File: src/rtl/lcd_framebuffer_axi3_dma_writer.sv
// Packs an RGB565 pixel stream into 32-bit words and writes a frame as fixed 16-beat AXI3 INCR bursts.
// Latency: awvalid follows the FIFO reaching 16 words by one cycle; backpressure stalls pixels only when the FIFO is full.

module dma_wr_fifo #(
  parameter int W  = 32,
  parameter int AW = 5
) (
  input  logic          CLK,
  input  logic          RESET,
  input  logic          push_i,
  input  logic [W-1:0]  push_dat_i,
  input  logic          pop_i,
  output logic [W-1:0]  head_dat_o,
  output logic [AW:0]   cnt_o,
  output logic          full_o
);
  localparam int DEPTH = 1 << AW;

  logic [W-1:0]  mem_q [DEPTH];
  logic [AW-1:0] wr_ptr_q, rd_ptr_q;
  logic [AW:0]   cnt_q;

  always_ff @(posedge CLK) begin
    if (push_i) mem_q[wr_ptr_q] <= push_dat_i;
  end

  always_ff @(posedge CLK) begin
    if (RESET) begin
      wr_ptr_q <= '0;
      rd_ptr_q <= '0;
      cnt_q    <= '0;
    end else begin
      if (push_i) wr_ptr_q <= wr_ptr_q + AW'(1);
      if (pop_i)  rd_ptr_q <= rd_ptr_q + AW'(1);
      cnt_q <= cnt_q + (AW+1)'(push_i) - (AW+1)'(pop_i);
    end
  end

  // Show-ahead: the head word is visible without a read strobe.
  assign head_dat_o = mem_q[rd_ptr_q];
  assign cnt_o      = cnt_q;
  assign full_o     = (cnt_q == (AW+1)'(DEPTH));
endmodule

module lcd_framebuffer_axi3_dma_writer #(
  parameter int FRAME_BURSTS    = 4080,
  parameter int FIFO_DEPTH_LOG2 = 5
) (
  input  logic        CLK,
  input  logic        RESET,
  input  logic        START,
  input  logic [31:0] START_ADDRESS,
  output logic        BUSY,
  output logic        DONE,
  output logic        ERROR,
  input  logic [15:0] PIXEL_DATA,
  input  logic        PIXEL_VALID,
  output logic        PIXEL_READY,
  output logic [31:0] m00_axi_awaddr,
  output logic [3:0]  m00_axi_awlen,
  output logic [2:0]  m00_axi_awsize,
  output logic [1:0]  m00_axi_awburst,
  output logic        m00_axi_awvalid,
  input  logic        m00_axi_awready,
  output logic [31:0] m00_axi_wdata,
  output logic [3:0]  m00_axi_wstrb,
  output logic        m00_axi_wlast,
  output logic        m00_axi_wvalid,
  input  logic        m00_axi_wready,
  input  logic [1:0]  m00_axi_bresp,
  input  logic        m00_axi_bvalid,
  output logic        m00_axi_bready
);
  localparam int          CW        = FIFO_DEPTH_LOG2 + 1;
  localparam logic [31:0] PIX_TOTAL = 32'(FRAME_BURSTS) << 5;

  typedef enum logic [2:0] {IDLE, WAIT_DATA, ADDR, DATA, RESP} state_t;

  state_t      state_q, state_d;
  logic [31:0] addr_q, addr_d;
  logic [3:0]  beat_q, beat_d;
  logic [31:0] burst_q, burst_d;
  logic [31:0] pix_cnt_q, pix_cnt_d;
  logic [15:0] hold_q, hold_d;
  logic        odd_q, odd_d;
  logic        err_q, err_d;
  logic        done_q, done_d;

  logic          pix_acc, fifo_push, fifo_pop, fifo_full;
  logic [31:0]   fifo_head;
  logic [CW-1:0] fifo_cnt;

  dma_wr_fifo #(.W(32), .AW(FIFO_DEPTH_LOG2)) u_fifo (
    .CLK        (CLK),
    .RESET      (RESET),
    .push_i     (fifo_push),
    .push_dat_i ({PIXEL_DATA, hold_q}),
    .pop_i      (fifo_pop),
    .head_dat_o (fifo_head),
    .cnt_o      (fifo_cnt),
    .full_o     (fifo_full)
  );

  assign BUSY        = (state_q != IDLE);
  assign PIXEL_READY = BUSY & ~fifo_full & (pix_cnt_q < PIX_TOTAL);
  assign pix_acc     = PIXEL_VALID & PIXEL_READY;
  assign fifo_push   = pix_acc & odd_q;
  assign fifo_pop    = (state_q == DATA) & m00_axi_wready;

  always_comb begin
    state_d   = state_q;
    addr_d    = addr_q;
    beat_d    = beat_q;
    burst_d   = burst_q;
    pix_cnt_d = pix_cnt_q;
    hold_d    = hold_q;
    odd_d     = odd_q;
    err_d     = err_q;
    done_d    = 1'b0;

    if (pix_acc) begin
      pix_cnt_d = pix_cnt_q + 32'd1;
      odd_d     = ~odd_q;
      if (!odd_q) hold_d = PIXEL_DATA;
    end

    case (state_q)
      IDLE: if (START) begin
        state_d   = WAIT_DATA;
        addr_d    = START_ADDRESS;
        err_d     = 1'b0;
        burst_d   = '0;
        beat_d    = '0;
        pix_cnt_d = '0;
        odd_d     = 1'b0;
        hold_d    = '0;
      end
      WAIT_DATA: if (fifo_cnt >= CW'(16)) state_d = ADDR;
      ADDR:      if (m00_axi_awready) state_d = DATA;
      DATA: if (m00_axi_wready) begin
        beat_d = beat_q + 4'd1;
        if (beat_q == 4'd15) state_d = RESP;
      end
      RESP: if (m00_axi_bvalid) begin
        if (m00_axi_bresp != 2'b00) err_d = 1'b1;
        addr_d  = addr_q + 32'd64;
        burst_d = burst_q + 32'd1;
        if (burst_q + 32'd1 == 32'(FRAME_BURSTS)) begin
          state_d = IDLE;
          done_d  = 1'b1;
        end else begin
          state_d = WAIT_DATA;
        end
      end
      default: state_d = IDLE;
    endcase
  end

  always_ff @(posedge CLK) begin
    if (RESET) begin
      state_q   <= IDLE;
      addr_q    <= '0;
      beat_q    <= '0;
      burst_q   <= '0;
      pix_cnt_q <= '0;
      hold_q    <= '0;
      odd_q     <= 1'b0;
      err_q     <= 1'b0;
      done_q    <= 1'b0;
    end else begin
      state_q   <= state_d;
      addr_q    <= addr_d;
      beat_q    <= beat_d;
      burst_q   <= burst_d;
      pix_cnt_q <= pix_cnt_d;
      hold_q    <= hold_d;
      odd_q     <= odd_d;
      err_q     <= err_d;
      done_q    <= done_d;
    end
  end

  assign DONE            = done_q;
  assign ERROR           = err_q;
  assign m00_axi_awaddr  = addr_q;
  assign m00_axi_awlen   = 4'hF;
  assign m00_axi_awsize  = 3'b010;
  assign m00_axi_awburst = 2'b01;
  assign m00_axi_awvalid = (state_q == ADDR);
  assign m00_axi_wdata   = fifo_head;
  assign m00_axi_wstrb   = 4'hF;
  assign m00_axi_wvalid  = (state_q == DATA);
  assign m00_axi_wlast   = (state_q == DATA) && (beat_q == 4'd15);
  assign m00_axi_bready  = (state_q == RESP);
endmodule

File: config.mk
export PLATFORM = sky130hd
export DESIGN_NAME = lcd_framebuffer_axi3_dma_writer
export DESIGN_NICKNAME = d
export VERILOG_FILES = /design/src/rtl/lcd_framebuffer_axi3_dma_writer.sv
export SDC_FILE = /design/constraint.sdc
export NUM_CORES = 1
export LEC_CHECK = 0
export CAP_MARGIN = 10
export CORE_MARGIN = 2
export CORE_UTILIZATION = 35
export DETAILED_ROUTE_END_ITERATION = 8
export GPL_ROUTABILITY_DRIVEN = 0
export MAX_ROUTING_LAYER = met4
export PLACE_DENSITY = 0.6
export SLEW_MARGIN = 20
export SYNTH_ARGS = -nofsm -noshare
export SYNTH_HDL_FRONTEND = slang
export SYNTH_HIERARCHICAL = 1
export SYNTH_SLANG_ARGS = --single-unit
File: constraint.sdc
create_clock -name CLK -period 6.1 [get_ports CLK]
set_input_delay 0.915 -clock CLK [delete_from_list [all_inputs] [get_ports CLK]]
set_output_delay 0.915 -clock CLK [all_outputs]
set_load 0.05 [all_outputs]
## Word level (Yosys, flattened, before mapping)

Memory sizes are Yosys's and may differ from the RTL's. A register that Yosys moved wholly into a read port is not among the register bits.
Cells that the tools add are included.

| storage, ports and cells | value |
|---|---|
| bits in registers | 138 |
| RAM bits | 1024 |
| output and inout port bits | 85 |
| word-level logic and storage cells | 93 |
| memories | 1 |

Memories:

| memory | words | bits a word | read ports | clocked after memory_dff | write ports | line | text |
|---|---|---|---|---|---|---|---|
| u_fifo.mem_q | 32 | 32 | 1 | 1 | 1 | 19 | `logic [W-1:0] mem_q [DEPTH];` |

| cells by class | value |
|---|---|
| $add $sub $neg | 8 |
| $lt $le $gt $ge | 2 |
| eq/ne operators | 14 |
| mux-type cells | 36 |
| bitwise operators | 9 |
| reduce and logical (&&, ||, !) cells | 11 |

Operators with widths:

| cell | count |
|---|---|
| 32-bit two-way mux | 7 |
| 32-bit case mux with 2 select lines | 2 |
| 32-bit by 1-bit adder with 32-bit output, second input constant | 2 |
| 16-bit two-way mux | 4 |
| 32-bit by 7-bit adder with 32-bit output, second input constant | 1 |
| 32-bit by 12-bit == test with 1-bit output, second input constant | 1 |
| 32-bit by 17-bit < comparator with 1-bit output, second input constant | 1 |
| 3-bit two-way mux | 6 |
| 3-bit case mux with 5 select lines | 1 |
| 5-bit by 1-bit adder with 5-bit output, second input constant | 2 |
| 1-bit two-way mux | 10 |
| 5-bit two-way mux | 2 |
| 4-bit two-way mux | 2 |
| 2-bit by 1-bit inequality test with 1-bit output, second input constant | 4 |
| 4-bit case mux with 2 select lines | 1 |
| 6-bit by 1-bit adder with 6-bit output | 1 |
| 3-bit by 2-bit == test with 1-bit output, second input constant | 2 |
| 6-bit == test, second input constant | 1 |
| 6-bit by 5-bit >= comparator with 1-bit output, second input constant | 1 |
| 2-bit inequality test, second input constant | 3 |
| 3-bit AND reduction | 2 |
| 6-bit AND reduction | 1 |
| 2-bit nonzero test | 3 |
| 6-bit by 1-bit subtractor with 6-bit output | 1 |
| 12 further kinds | 19 |

## Longest topological paths before layout

Gate-level depths: netlist of run 1.

| depth | value |
|---|---|
| depth in word-level cells | 8 |
| gate-level depth with buffers | 15 |
| mapped depth without buffers | 15 |

## Hierarchy

The synthesis of run 1 kept the hierarchy.

Modules (own cells, without submodules):

| module | times used | cells each | area each (µm²) | sequential area each (µm²) |
|---|---|---|---|---|
| dma_wr_fifo | 1 | 2031 | 40262.4 | 31169.9 |
| lcd_framebuffer_axi3_dma_writer | 1 | 862 | 6562.5 | 2442.3 |

## Worst setup path after synthesis of run 1

Ideal clock, no wire load.

| timing path | value |
|---|---|
| kind | flip-flop to flip-flop |
| from | register state_q[0] |
| to | memory u_fifo.mem_q[15][0], enable pin |
| library setup time | 423 ps |
| data arrival time | 3917 ps |
| data required time | 5677 ps |
| path slack | 1761 ps |
| cell stages (with the launch flop) | 9 |
| clock period less this slack | 4339 ps |
| cell sequence | dfxtp_1 -> clkbuf_1 -> or3_1 -> nand3_1 -> nor4b_2 -> ha_1 -> clkbuf_1 -> nand2_1 -> nor2_1 |

| on the way | value |
|---|---|
| longest elaborated chain between the ends | 7 |

Ends and longest elaborated chain:

| item | line | text |
|---|---|---|
| from (decl) | 79 | `state_t state_q, state_d;` |
| from (signal assigned) | 171 | `state_q <= state_d;` |
| 3-bit nonzero test | 104 | `assign BUSY = (state_q != IDLE);` |
| named net BUSY | 53 | `output logic BUSY,` |
| 1-bit AND (2 in series) | 105 | `assign PIXEL_READY = BUSY & ~fifo_full & (pix_cnt_q < PIX_TOTAL);` |
| 1-bit AND | 106 | `assign pix_acc = PIXEL_VALID & PIXEL_READY;` |
| 1-bit AND | 107 | `assign fifo_push = pix_acc & odd_q;` |
| named net fifo_push | 89 | `logic pix_acc, fifo_push, fifo_pop, fifo_full;` |
| 1-bit two-way mux | 24 | `if (push_i) mem_q[wr_ptr_q] <= push_dat_i;` |
| 1-bit two-way mux (implied by the code) | 24 |  |
| to (decl) | 19 |  |

The timed path passes the listed nets, and every way through them passes these cells.

==> results of run 1 <==
[through the flow]
stage | setup slack (ps) | hold WS, ps
6_report | 748.6 | 458.1
3_3_place_gp | 1389 | 441.0
2_1_floorplan | 1761 | 430.2
5_1_grt | 601.7 | 467.1
4_1_cts | 582.4 | 460.5
3_5_place_dp | 1393 | 444.0
[cell usage in the layout, fill, tap and decap left out, types with 8 or more instances in the layout]
cell type / netlist / layout
sky130_fd_sc_hd__dfxtp_2: 0 / 16
sky130_fd_sc_hd__bufinv_16: 0 / 10
sky130_fd_sc_hd__clkinv_1: 0 / 25
sky130_fd_sc_hd__ha_1: 18 / 18
sky130_fd_sc_hd__nor2b_1: 66 / 65
sky130_fd_sc_hd__clkbuf_8: 6 / 8
sky130_fd_sc_hd__and2_1: 22 / 22
sky130_fd_sc_hd__a22o_1: 64 / 64
sky130_fd_sc_hd__xnor2_1: 18 / 18
sky130_fd_sc_hd__a21oi_1: 81 / 81
sky130_fd_sc_hd__clkbuf_16: 0 / 121
sky130_fd_sc_hd__xor2_1: 16 / 16
sky130_fd_sc_hd__buf_4: 20 / 61
sky130_fd_sc_hd__clkdlybuf4s50_1: 0 / 123
sky130_fd_sc_hd__a22oi_1: 8 / 8
sky130_fd_sc_hd__mux4_2: 128 / 128
sky130_fd_sc_hd__nor3_1: 96 / 96
sky130_fd_sc_hd__mux2_2: 193 / 193
sky130_fd_sc_hd__conb_1: 2 / 13
sky130_fd_sc_hd__clkinv_2: 0 / 17
sky130_fd_sc_hd__and3_1: 15 / 14
sky130_fd_sc_hd__a211oi_1: 82 / 82
sky130_fd_sc_hd__dfxtp_1: 143 / 125
sky130_fd_sc_hd__nand3_1: 32 / 32
sky130_fd_sc_hd__o22ai_1: 68 / 68
sky130_fd_sc_hd__o21ai_0: 126 / 126
sky130_fd_sc_hd__nor4_1: 26 / 26
sky130_fd_sc_hd__inv_1: 21 / 21
sky130_fd_sc_hd__nand4_1: 30 / 30
sky130_fd_sc_hd__nand2_1: 123 / 122
sky130_fd_sc_hd__or4_1: 38 / 38
sky130_fd_sc_hd__clkbuf_1: 125 / 31
sky130_fd_sc_hd__buf_12: 0 / 16
sky130_fd_sc_hd__nor2_1: 146 / 110
sky130_fd_sc_hd__edfxtp_1: 1024 / 1024
sky130_fd_sc_hd__nor2_4: 0 / 35
sky130_fd_sc_hd__or3_1: 8 / 8
[worst min-delay path: cells and delay by family (launching register included)]
kind / cells / cell delay (ps)
AO/OA/AOI/OAI: 1 / 50
flip-flops: 1 / 310
AND/OR/NAND/NOR: 1 / 50
[metal layers]
layer	share of wire [%]	wire length [um]	track usage (%)	vias to the layer above
met2	48	57640	28.43	805
met4	2.4	2819	5.159	0
met3	6.6	7908	3.543	181
li1	-	-	-	11732
met5	0	0	-	-
met1	43	50610	23.04	13735
[worst min-delay path by stage]
stage | end | slack (ps) | cells past startpoint
5_1_grt | pix_cnt_q[24] | 470 | 1
2_1_floorplan | pix_cnt_q[21] | 430 | 1
4_1_cts | m00_axi_awaddr[4] | 460 | 2
3_5_place_dp | pix_cnt_q[21] | 440 | 1
6_report | m00_axi_awaddr[5] | 460 | 2
3_3_place_gp | m00_axi_awaddr[5] | 440 | 2
[registers in the layout, indices dropped and copies added (netlist names), 4 cells and up, named ones only]
register         count
beat_q               4
burst_q             32
hold_q              16
m00_axi_awaddr      32
pix_cnt_q           32
u_fifo/cnt_o         6
u_fifo/mem_q      1024
u_fifo/rd_ptr_q      5
u_fifo/wr_ptr_q      5
[layout make-up]
cell class                 count  area [um2]
fill                       11966       78600
sequential                  1167       33640
multi-input combinational   1521       12500
clock buffer                 161        3259
tap                         1768        2212
timing repair buffer         209        2132
clock inverter                66       701.9
inverter                      21       78.83
[cell usage after synthesis, types with 4 or more instances]
| cell | n | share of area (%) |
|---|---|---|
| sky130_fd_sc_hd__a21oi_1 | 81 | 0.87 |
| sky130_fd_sc_hd__xnor2_1 | 18 | 0.34 |
| sky130_fd_sc_hd__or2_2 | 7 | 0.094 |
| sky130_fd_sc_hd__nor3_1 | 96 | 1.0 |
| sky130_fd_sc_hd__nor3b_1 | 4 | 0.064 |
| sky130_fd_sc_hd__and3_1 | 15 | 0.20 |
| sky130_fd_sc_hd__a31oi_1 | 4 | 0.053 |
| sky130_fd_sc_hd__a311oi_1 | 7 | 0.13 |
| sky130_fd_sc_hd__o31ai_1 | 5 | 0.080 |
| sky130_fd_sc_hd__buf_6 | 12 | 0.29 |
| sky130_fd_sc_hd__clkbuf_8 | 6 | 0.18 |
| sky130_fd_sc_hd__o21a_1 | 7 | 0.11 |
| sky130_fd_sc_hd__xor2_1 | 16 | 0.30 |
| sky130_fd_sc_hd__mux2i_1 | 6 | 0.13 |
| sky130_fd_sc_hd__nand2_1 | 123 | 0.99 |
| sky130_fd_sc_hd__or3_1 | 8 | 0.11 |
| sky130_fd_sc_hd__and4_1 | 7 | 0.13 |
| sky130_fd_sc_hd__nor2_1 | 146 | 1.2 |
| sky130_fd_sc_hd__or3b_2 | 4 | 0.075 |
| sky130_fd_sc_hd__o211ai_1 | 4 | 0.064 |
| sky130_fd_sc_hd__nand2b_1 | 6 | 0.080 |
| sky130_fd_sc_hd__edfxtp_1 | 1024 | 66 |
| sky130_fd_sc_hd__ha_1 | 18 | 0.48 |
| sky130_fd_sc_hd__o21ai_0 | 126 | 1.3 |
| sky130_fd_sc_hd__buf_2 | 18 | 0.19 |
| sky130_fd_sc_hd__buf_1 | 13 | 0.10 |
| sky130_fd_sc_hd__clkbuf_1 | 125 | 1.0 |
| sky130_fd_sc_hd__a22oi_1 | 8 | 0.13 |
| sky130_fd_sc_hd__mux2_2 | 193 | 4.6 |
| sky130_fd_sc_hd__a211oi_1 | 82 | 1.3 |
| sky130_fd_sc_hd__mux4_2 | 128 | 6.2 |
| sky130_fd_sc_hd__dfxtp_1 | 143 | 6.1 |
| sky130_fd_sc_hd__and2_1 | 22 | 0.29 |
| sky130_fd_sc_hd__a22o_1 | 64 | 1.2 |
| sky130_fd_sc_hd__nor4_1 | 26 | 0.35 |
| sky130_fd_sc_hd__inv_1 | 21 | 0.17 |
| sky130_fd_sc_hd__nor2b_1 | 66 | 0.88 |
| sky130_fd_sc_hd__nand3_1 | 32 | 0.34 |
| sky130_fd_sc_hd__or4_1 | 38 | 0.61 |
| sky130_fd_sc_hd__buf_4 | 20 | 0.32 |
| sky130_fd_sc_hd__o22ai_1 | 68 | 0.91 |
| sky130_fd_sc_hd__nand4_1 | 30 | 0.40 |
[power by group through the flow]
stage,clock (uW),sequential [uW],combinational [uW]
3_5_place_dp,0,9150,980
2_1_floorplan,0,9190,495
4_1_cts,7460,8980,982
6_report,7290,8980,970
3_3_place_gp,0,9140,971
5_1_grt,7750,9000,1050
[cells by family (layout without fill, tap and decap cells)]
family | after synthesis | after routing | share of synthesized area [%]
buffers and inverters | 216 | 457 | 2.263
XOR/XNOR | 34 | 34 | 0.6359
adder cells (fa/ha/maj) | 19 | 19 | 0.5237
other | 2 | 13 | 0.01604
multiplexers | 327 | 327 | 10.93
AO/OA/AOI/OAI | 472 | 472 | 6.483
flip-flops | 1167 | 1167 | 71.78
AND/OR/NAND/NOR | 656 | 656 | 7.370
==> flow_metrics.py, run 1 <==
metrics = {
    "detailed_routing": {
        "drt.antenna.violating_nets": 0,
        "wl_per_cell_um": 24.22,
        "detail_route.wirelength_um": 119000,
        "vias": 26453,
        "drc": 0,
        "avgViaCountPerCell": 5.384,
        "drtIter0Drc": 2231,
        "drt_first_pass_iters": 8,
    },
    "layout": {
        "final_design_area_excluding_fillers_um2": 54520,
        "final_layout_size_suffix_gt1_share_pct": 21.11,
        "synthToLayoutAreaGrowth_pct": 16.43,
        "final-instance-count-excl-fill": 4913,
        "num_antenna_cells": 0,
        "finish.net_count": 3116,
        "layout.core_utilization_pct": 40.95,
    },
    "setup_path": {
        "critPathCapture": "m00_axi_wdata[6]",
        "r2r_slack_ps": 1590,
        "crit-reg2reg-launch": "u_fifo/cnt_o[2]",
        "critical_path.endpoint_type": "output pin",
        "worst_r2r_path_depth": 11,
        "critical_path_peak_fanout": 39,
        "critical_path.slowest_cell": "sky130_fd_sc_hd__clkdlybuf4s50_1",
        "critical_path.max_stage_delay_ps": 830,
        "arrival_ps": 4440,
        "crit_family": "simple AND/OR/NAND/NOR gates",
        "critical_path_buf_inv_count": 2,
        "crit-reg2reg-capture": "u_fifo/mem_q[29][9]",
        "required_time_worst_endpoint_ps": 5180,
        "critPathKind": "register to output pin",
        "cp_num_cells": 6,
        "cell_breakdown_of_the_critical_path": "or2_4 -> buf_4 -> o22ai_1 -> nor3_1 -> or4_1 -> clkdlybuf4s50_1",
        "worstSetupStartpointType": "register",
    },
    "placement": {
        "hpwl_um": 67350,
        "dpl.cell_count": 4684,
        "instance_area_at_placement_um2": 50510,
        "placement.io_buffers": 128,
    },
    "timing": {
        "rsz0062_at_grt": "no",
        "worst-slew-pin-transition_ps": 1014,
        "maxSlewViolCount": 0,
        "fin_crit_ps": 5351,
        "hold_viol_final": 0,
        "setup-tns-final_ps": 0,
        "clock-skew-final_ps": 41.66,
        "max-slew-margin-rel_pct": 32.39,
        "setup_viol": 0,
        "max_clock_freq_ghz": 0.1869,
        "post-route-period-util_pct": 87.73,
    },
    "synth": {
        "synth_cells": 2893,
        "synthesis.area_um2": 46820,
        "synth_cell_type_count": 70,
        "post_synth_edffs": 1024,
        "asyncSetResetFlopFracSynth_pct": 0,
        "synth-seq-cells": 1167,
        "synth.yosys.seq_area_share_pct": 71.78,
        "synth_area_per_cell_um2": 16.19,
        "synth-warning-count": 6,
        "synth_flop_cell": "sky130_fd_sc_hd__edfxtp_1",
    },
    "clock_network": {
        "ctsHtreeMaxLevel": 3,
        "clkSinkCount": 1167,
        "clock_tree.buffer_depth": 3,
        "cts_inserted_buffers": 120,
        "clock_insertion_delay_worst_skew_ps": 760,
        "setup_buffers_after_cts": 0,
        "cts_tree": "built",
        "root_buffer": "sky130_fd_sc_hd__clkbuf_16",
        "path_clk_slew_ps": 60,
        "postCtsHoldBufs": 0,
        "postCtsResizedCells": 0,
    },
    "floorplanning": {
        "core_area_um2": 133100,
        "floorplan.initialDensity_pct": 35.17,
        "top_level_ports": 142,
        "die_ar_um2": 136700,
        "die_width_um": 369.8,
        "die-height_um": 369.8,
        "num_rows": 134,
    },
    "power_and_ir_drop": {
        "power_frac_clock_pct": 42.3,
        "static-leakage-power_uw": 0.01692,
        "vdd_ir_drop_max_mv": 0.2448,
        "internal-power_uw": 13310,
        "p_per_area_nw_per_um2": 316.2,
        "seq_power_share_pct": 52.1,
        "sw_ratio_pct": 22.80,
        "power.net_switching_uw": 3931,
        "total_power_uw": 17240,
        "part_of_the_power_in_combinational_logic_pct": 5.6,
    },
    "global_routing": {
        "vias_in_the_first_global_route": 26077,
        "first_pass_grt_wire_length_um": 175400,
        "largest_net_degree_at_the_start_of_global_routing": 76,
        "grt_use_total_pct": 17.80,
        "grt_antenna_before_repair": 1,
        "globalRoute.totalOverflow": 0,
    },
    "hold_path": {
        "hold_path_startpoint": "m00_axi_awaddr[5]",
        "hold_path.class": "register to register",
    },
    "outcome": {
        "run_status": "complete, no violations",
    },
    "flow_run": {
        "cap_viol_max_count": 0,
    },
}
Note: power is estimated with default switching activity, not from simulation.
==> inputs of run 2 (changes only) <==
--- a/config.mk
+++ b/config.mk
@@ -7,2 +7,3 @@
 export LEC_CHECK = 0
+export ABC_CLOCK_PERIOD_IN_PS = 6100
 export CAP_MARGIN = 10
--- a/constraint.sdc
+++ b/constraint.sdc
@@ -3,2 +3,2 @@
 set_output_delay 0.915 -clock CLK [all_outputs]
-set_load 0.05 [all_outputs]
+set_load 0.005 [all_outputs]
==> run 2 against run 1 <==
Net effect: first-iteration DRC count grew 7.4%; critical path depth grew 1; combinational power shrank 15%; clock skew grew 33 ps; non-clock buffer count grew 11; sequential share of layout area grew 0.20 points; final cell count grew 0.20%; fmax grew 11%; sequential power shrank 0.6%; worst hold slack lost 5.2 ps; global-route usage shrank 0.74 points.
==> flow_metrics.py, run 2 (same netlist as run 1, synthesis figures left out) <==
metrics = {
    "global_routing": {
        "grt_antenna_before_repair": 7,
        "grt_use_total_pct": 17.05,
        "globalRoute.totalOverflow": 0,
        "first_pass_grt_wire_length_um": 170000,
        "vias_in_the_first_global_route": 25854,
        "largest_net_degree_at_the_start_of_global_routing": 100,
    },
    "timing": {
        "max-slew-margin-rel_pct": 27.01,
        "fin_crit_ps": 4816,
        "worst-slew-pin-transition_ps": 1092,
        "holdWs_ps": 452.9,
        "clock-skew-final_ps": 75.13,
        "hold_viol_final": 0,
        "rsz0062_at_grt": "no",
        "setup-tns-final_ps": 0,
        "max_clock_freq_ghz": 0.2077,
        "setup_viol": 0,
        "maxSlewViolCount": 0,
        "post-route-period-util_pct": 78.94,
    },
    "power_and_ir_drop": {
        "vdd_ir_drop_max_mv": 0.2471,
        "static-leakage-power_uw": 0.01688,
        "p_per_area_nw_per_um2": 308.9,
        "total_power_uw": 16780,
    },
    "setup_path": {
        "critical_path_peak_fanout": 49,
        "crit_family": "buffers and inverters",
        "critical_path.endpoint_type": "output pin",
        "cell_breakdown_of_the_critical_path": "buf_12 -> buf_4 -> mux2_2 -> o22ai_1 -> nor3_1 -> or4_1 -> clkdlybuf4s50_1",
        "critical_path.slowest_cell": "sky130_fd_sc_hd__dfxtp_4",
        "critical_path.max_stage_delay_ps": 720,
        "cp_num_cells": 7,
        "crit-reg2reg-launch": "u_fifo/cnt_o[2]",
        "worst_r2r_path_depth": 11,
        "critPathKind": "register to output pin",
        "critical_path_buf_inv_count": 3,
        "required_time_worst_endpoint_ps": 5180,
        "worstSetupStartpointType": "register",
        "arrival_ps": 3900,
        "r2r_slack_ps": 1630,
        "crit-reg2reg-capture": "u_fifo/mem_q[2][22]",
    },
    "placement": {
        "placement.io_buffers": 128,
        "hpwl_um": 68860,
    },
    "detailed_routing": {
        "drt_first_pass_iters": 5,
        "wl_per_cell_um": 23.28,
        "drtIter0Drc": 2397,
        "detail_route.wirelength_um": 114600,
        "avgViaCountPerCell": 5.340,
        "drc": 0,
        "drt.antenna.violating_nets": 0,
        "vias": 26288,
    },
    "floorplanning": {
        "num_rows": 134,
        "core_area_um2": 133100,
        "die-height_um": 369.8,
        "top_level_ports": 142,
        "die_width_um": 369.8,
        "die_ar_um2": 136700,
        "floorplan.initialDensity_pct": 35.17,
    },
    "layout": {
        "final_common_cell": "sky130_fd_sc_hd__edfxtp_1",
        "registers.top_by_ff_count": "u_fifo/mem_q",
        "n_fill_cell": 11969,
        "layout.area.seq_um2": 33630,
        "layout_common_cells": "1024 x sky130_fd_sc_hd__edfxtp_1, 193 x sky130_fd_sc_hd__mux2_2, 133 x sky130_fd_sc_hd__dfxtp_1, 128 x sky130_fd_sc_hd__mux4_2, 126 x sky130_fd_sc_hd__o21ai_0",
        "final_layout_size_suffix_gt1_share_pct": 20.91,
        "finish.net_count": 3124,
        "largest_reg_flops": 1024,
        "synthToLayoutAreaGrowth_pct": 16.03,
        "multi_input_comb_area_um2": 12490,
    },
    "hold_path": {
        "hold-path-endpoint": "hold_q[6]",
        "hold_path.class": "register to register",
        "timing.hold.worst_path_depth": 2,
        "hold_path_startpoint": "hold_q[6]",
    },
    "clock_network": {
        "path_clk_slew_ps": 60,
        "cts_inserted_buffers": 117,
        "clock_insertion_delay_worst_skew_ps": 740,
        "clkSinkCount": 1167,
        "ctsHtreeMaxLevel": 3,
        "postCtsResizedCells": 0,
        "root_buffer": "sky130_fd_sc_hd__clkbuf_16",
        "cts_tree": "built",
        "clock_tree.buffer_depth": 3,
        "setup_buffers_after_cts": 0,
        "postCtsHoldBufs": 0,
    },
    "flow_run": {
        "cap_viol_max_count": 0,
    },
    "outcome": {
        "run_status": "complete, no violations",
    },
}
[run 2: tightest hold or removal path, stage by stage (launching register included)]
cell and delay, ps:
sky130_fd_sc_hd__dfxtp_1 310, sky130_fd_sc_hd__nand2_1 50, sky130_fd_sc_hd__a21oi_1 50
[run 2: metal layers]
| metal | GRT usage (%) | wire (um) | share of wire [%] | vias to the layer above |
|---|---|---|---|---|
| met5 | - | 0 | 0 | - |
| met3 | 2.780 | 7361 | 6.4 | 154 |
| met2 | 27.36 | 55680 | 49 | 849 |
| met4 | 4.276 | 2342 | 2.0 | 0 |
| li1 | - | - | - | 11747 |
| met1 | 22.65 | 49210 | 43 | 13538 |
[run 2: worst max-delay path by stage]
| stage | slack, ps | endpoint |
|---|---|---|
| 2_1_floorplan | 1860 | u_fifo/mem_q[15][0] |
| 3_3_place_gp | 1430 | u_fifo/mem_q[2][29] |
| 4_1_cts | 1220 | m00_axi_wdata[1] |
| 5_1_grt | 1160 | m00_axi_wdata[25] |
| 6_report | 1280 | m00_axi_wdata[25] |
| 3_5_place_dp | 1420 | u_fifo/mem_q[2][29] |
[run 2: area by class of cell]
class,instances,share of cell area [%]
Inverter,21,0.1451
Tap cell,1768,4.072
Antenna cell,3,0.01382
Clock inverter,77,1.292
Multi-Input combinational cell,1521,22.99
Clock buffer,146,5.684
Sequential cell,1167,61.90
Timing Repair Buffer,220,3.901
[run 2: per-stage QoR]
| stage | cell area (um2) | util, % | cells | worst slack, ps |
|---|---|---|---|---|
| after CTS | 54240 | 40.75 | 4917 | 1224 |
| after global placement | 50460 | 37.90 | 4694 | 1435 |
| after global routing | 54330 | 40.81 | 4921 | 1157 |
| after detailed placement | 50450 | 37.90 | 4694 | 1416 |
| after floorplan | 46870 | - | 2904 | 1864 |
| final | 54330 | 40.81 | 4923 | 1284 |
[run 2: power breakdown]
group,switching (uW),internal (uW)
Combinational,500,320
Sequential,124,8810
Clock,3050,3980
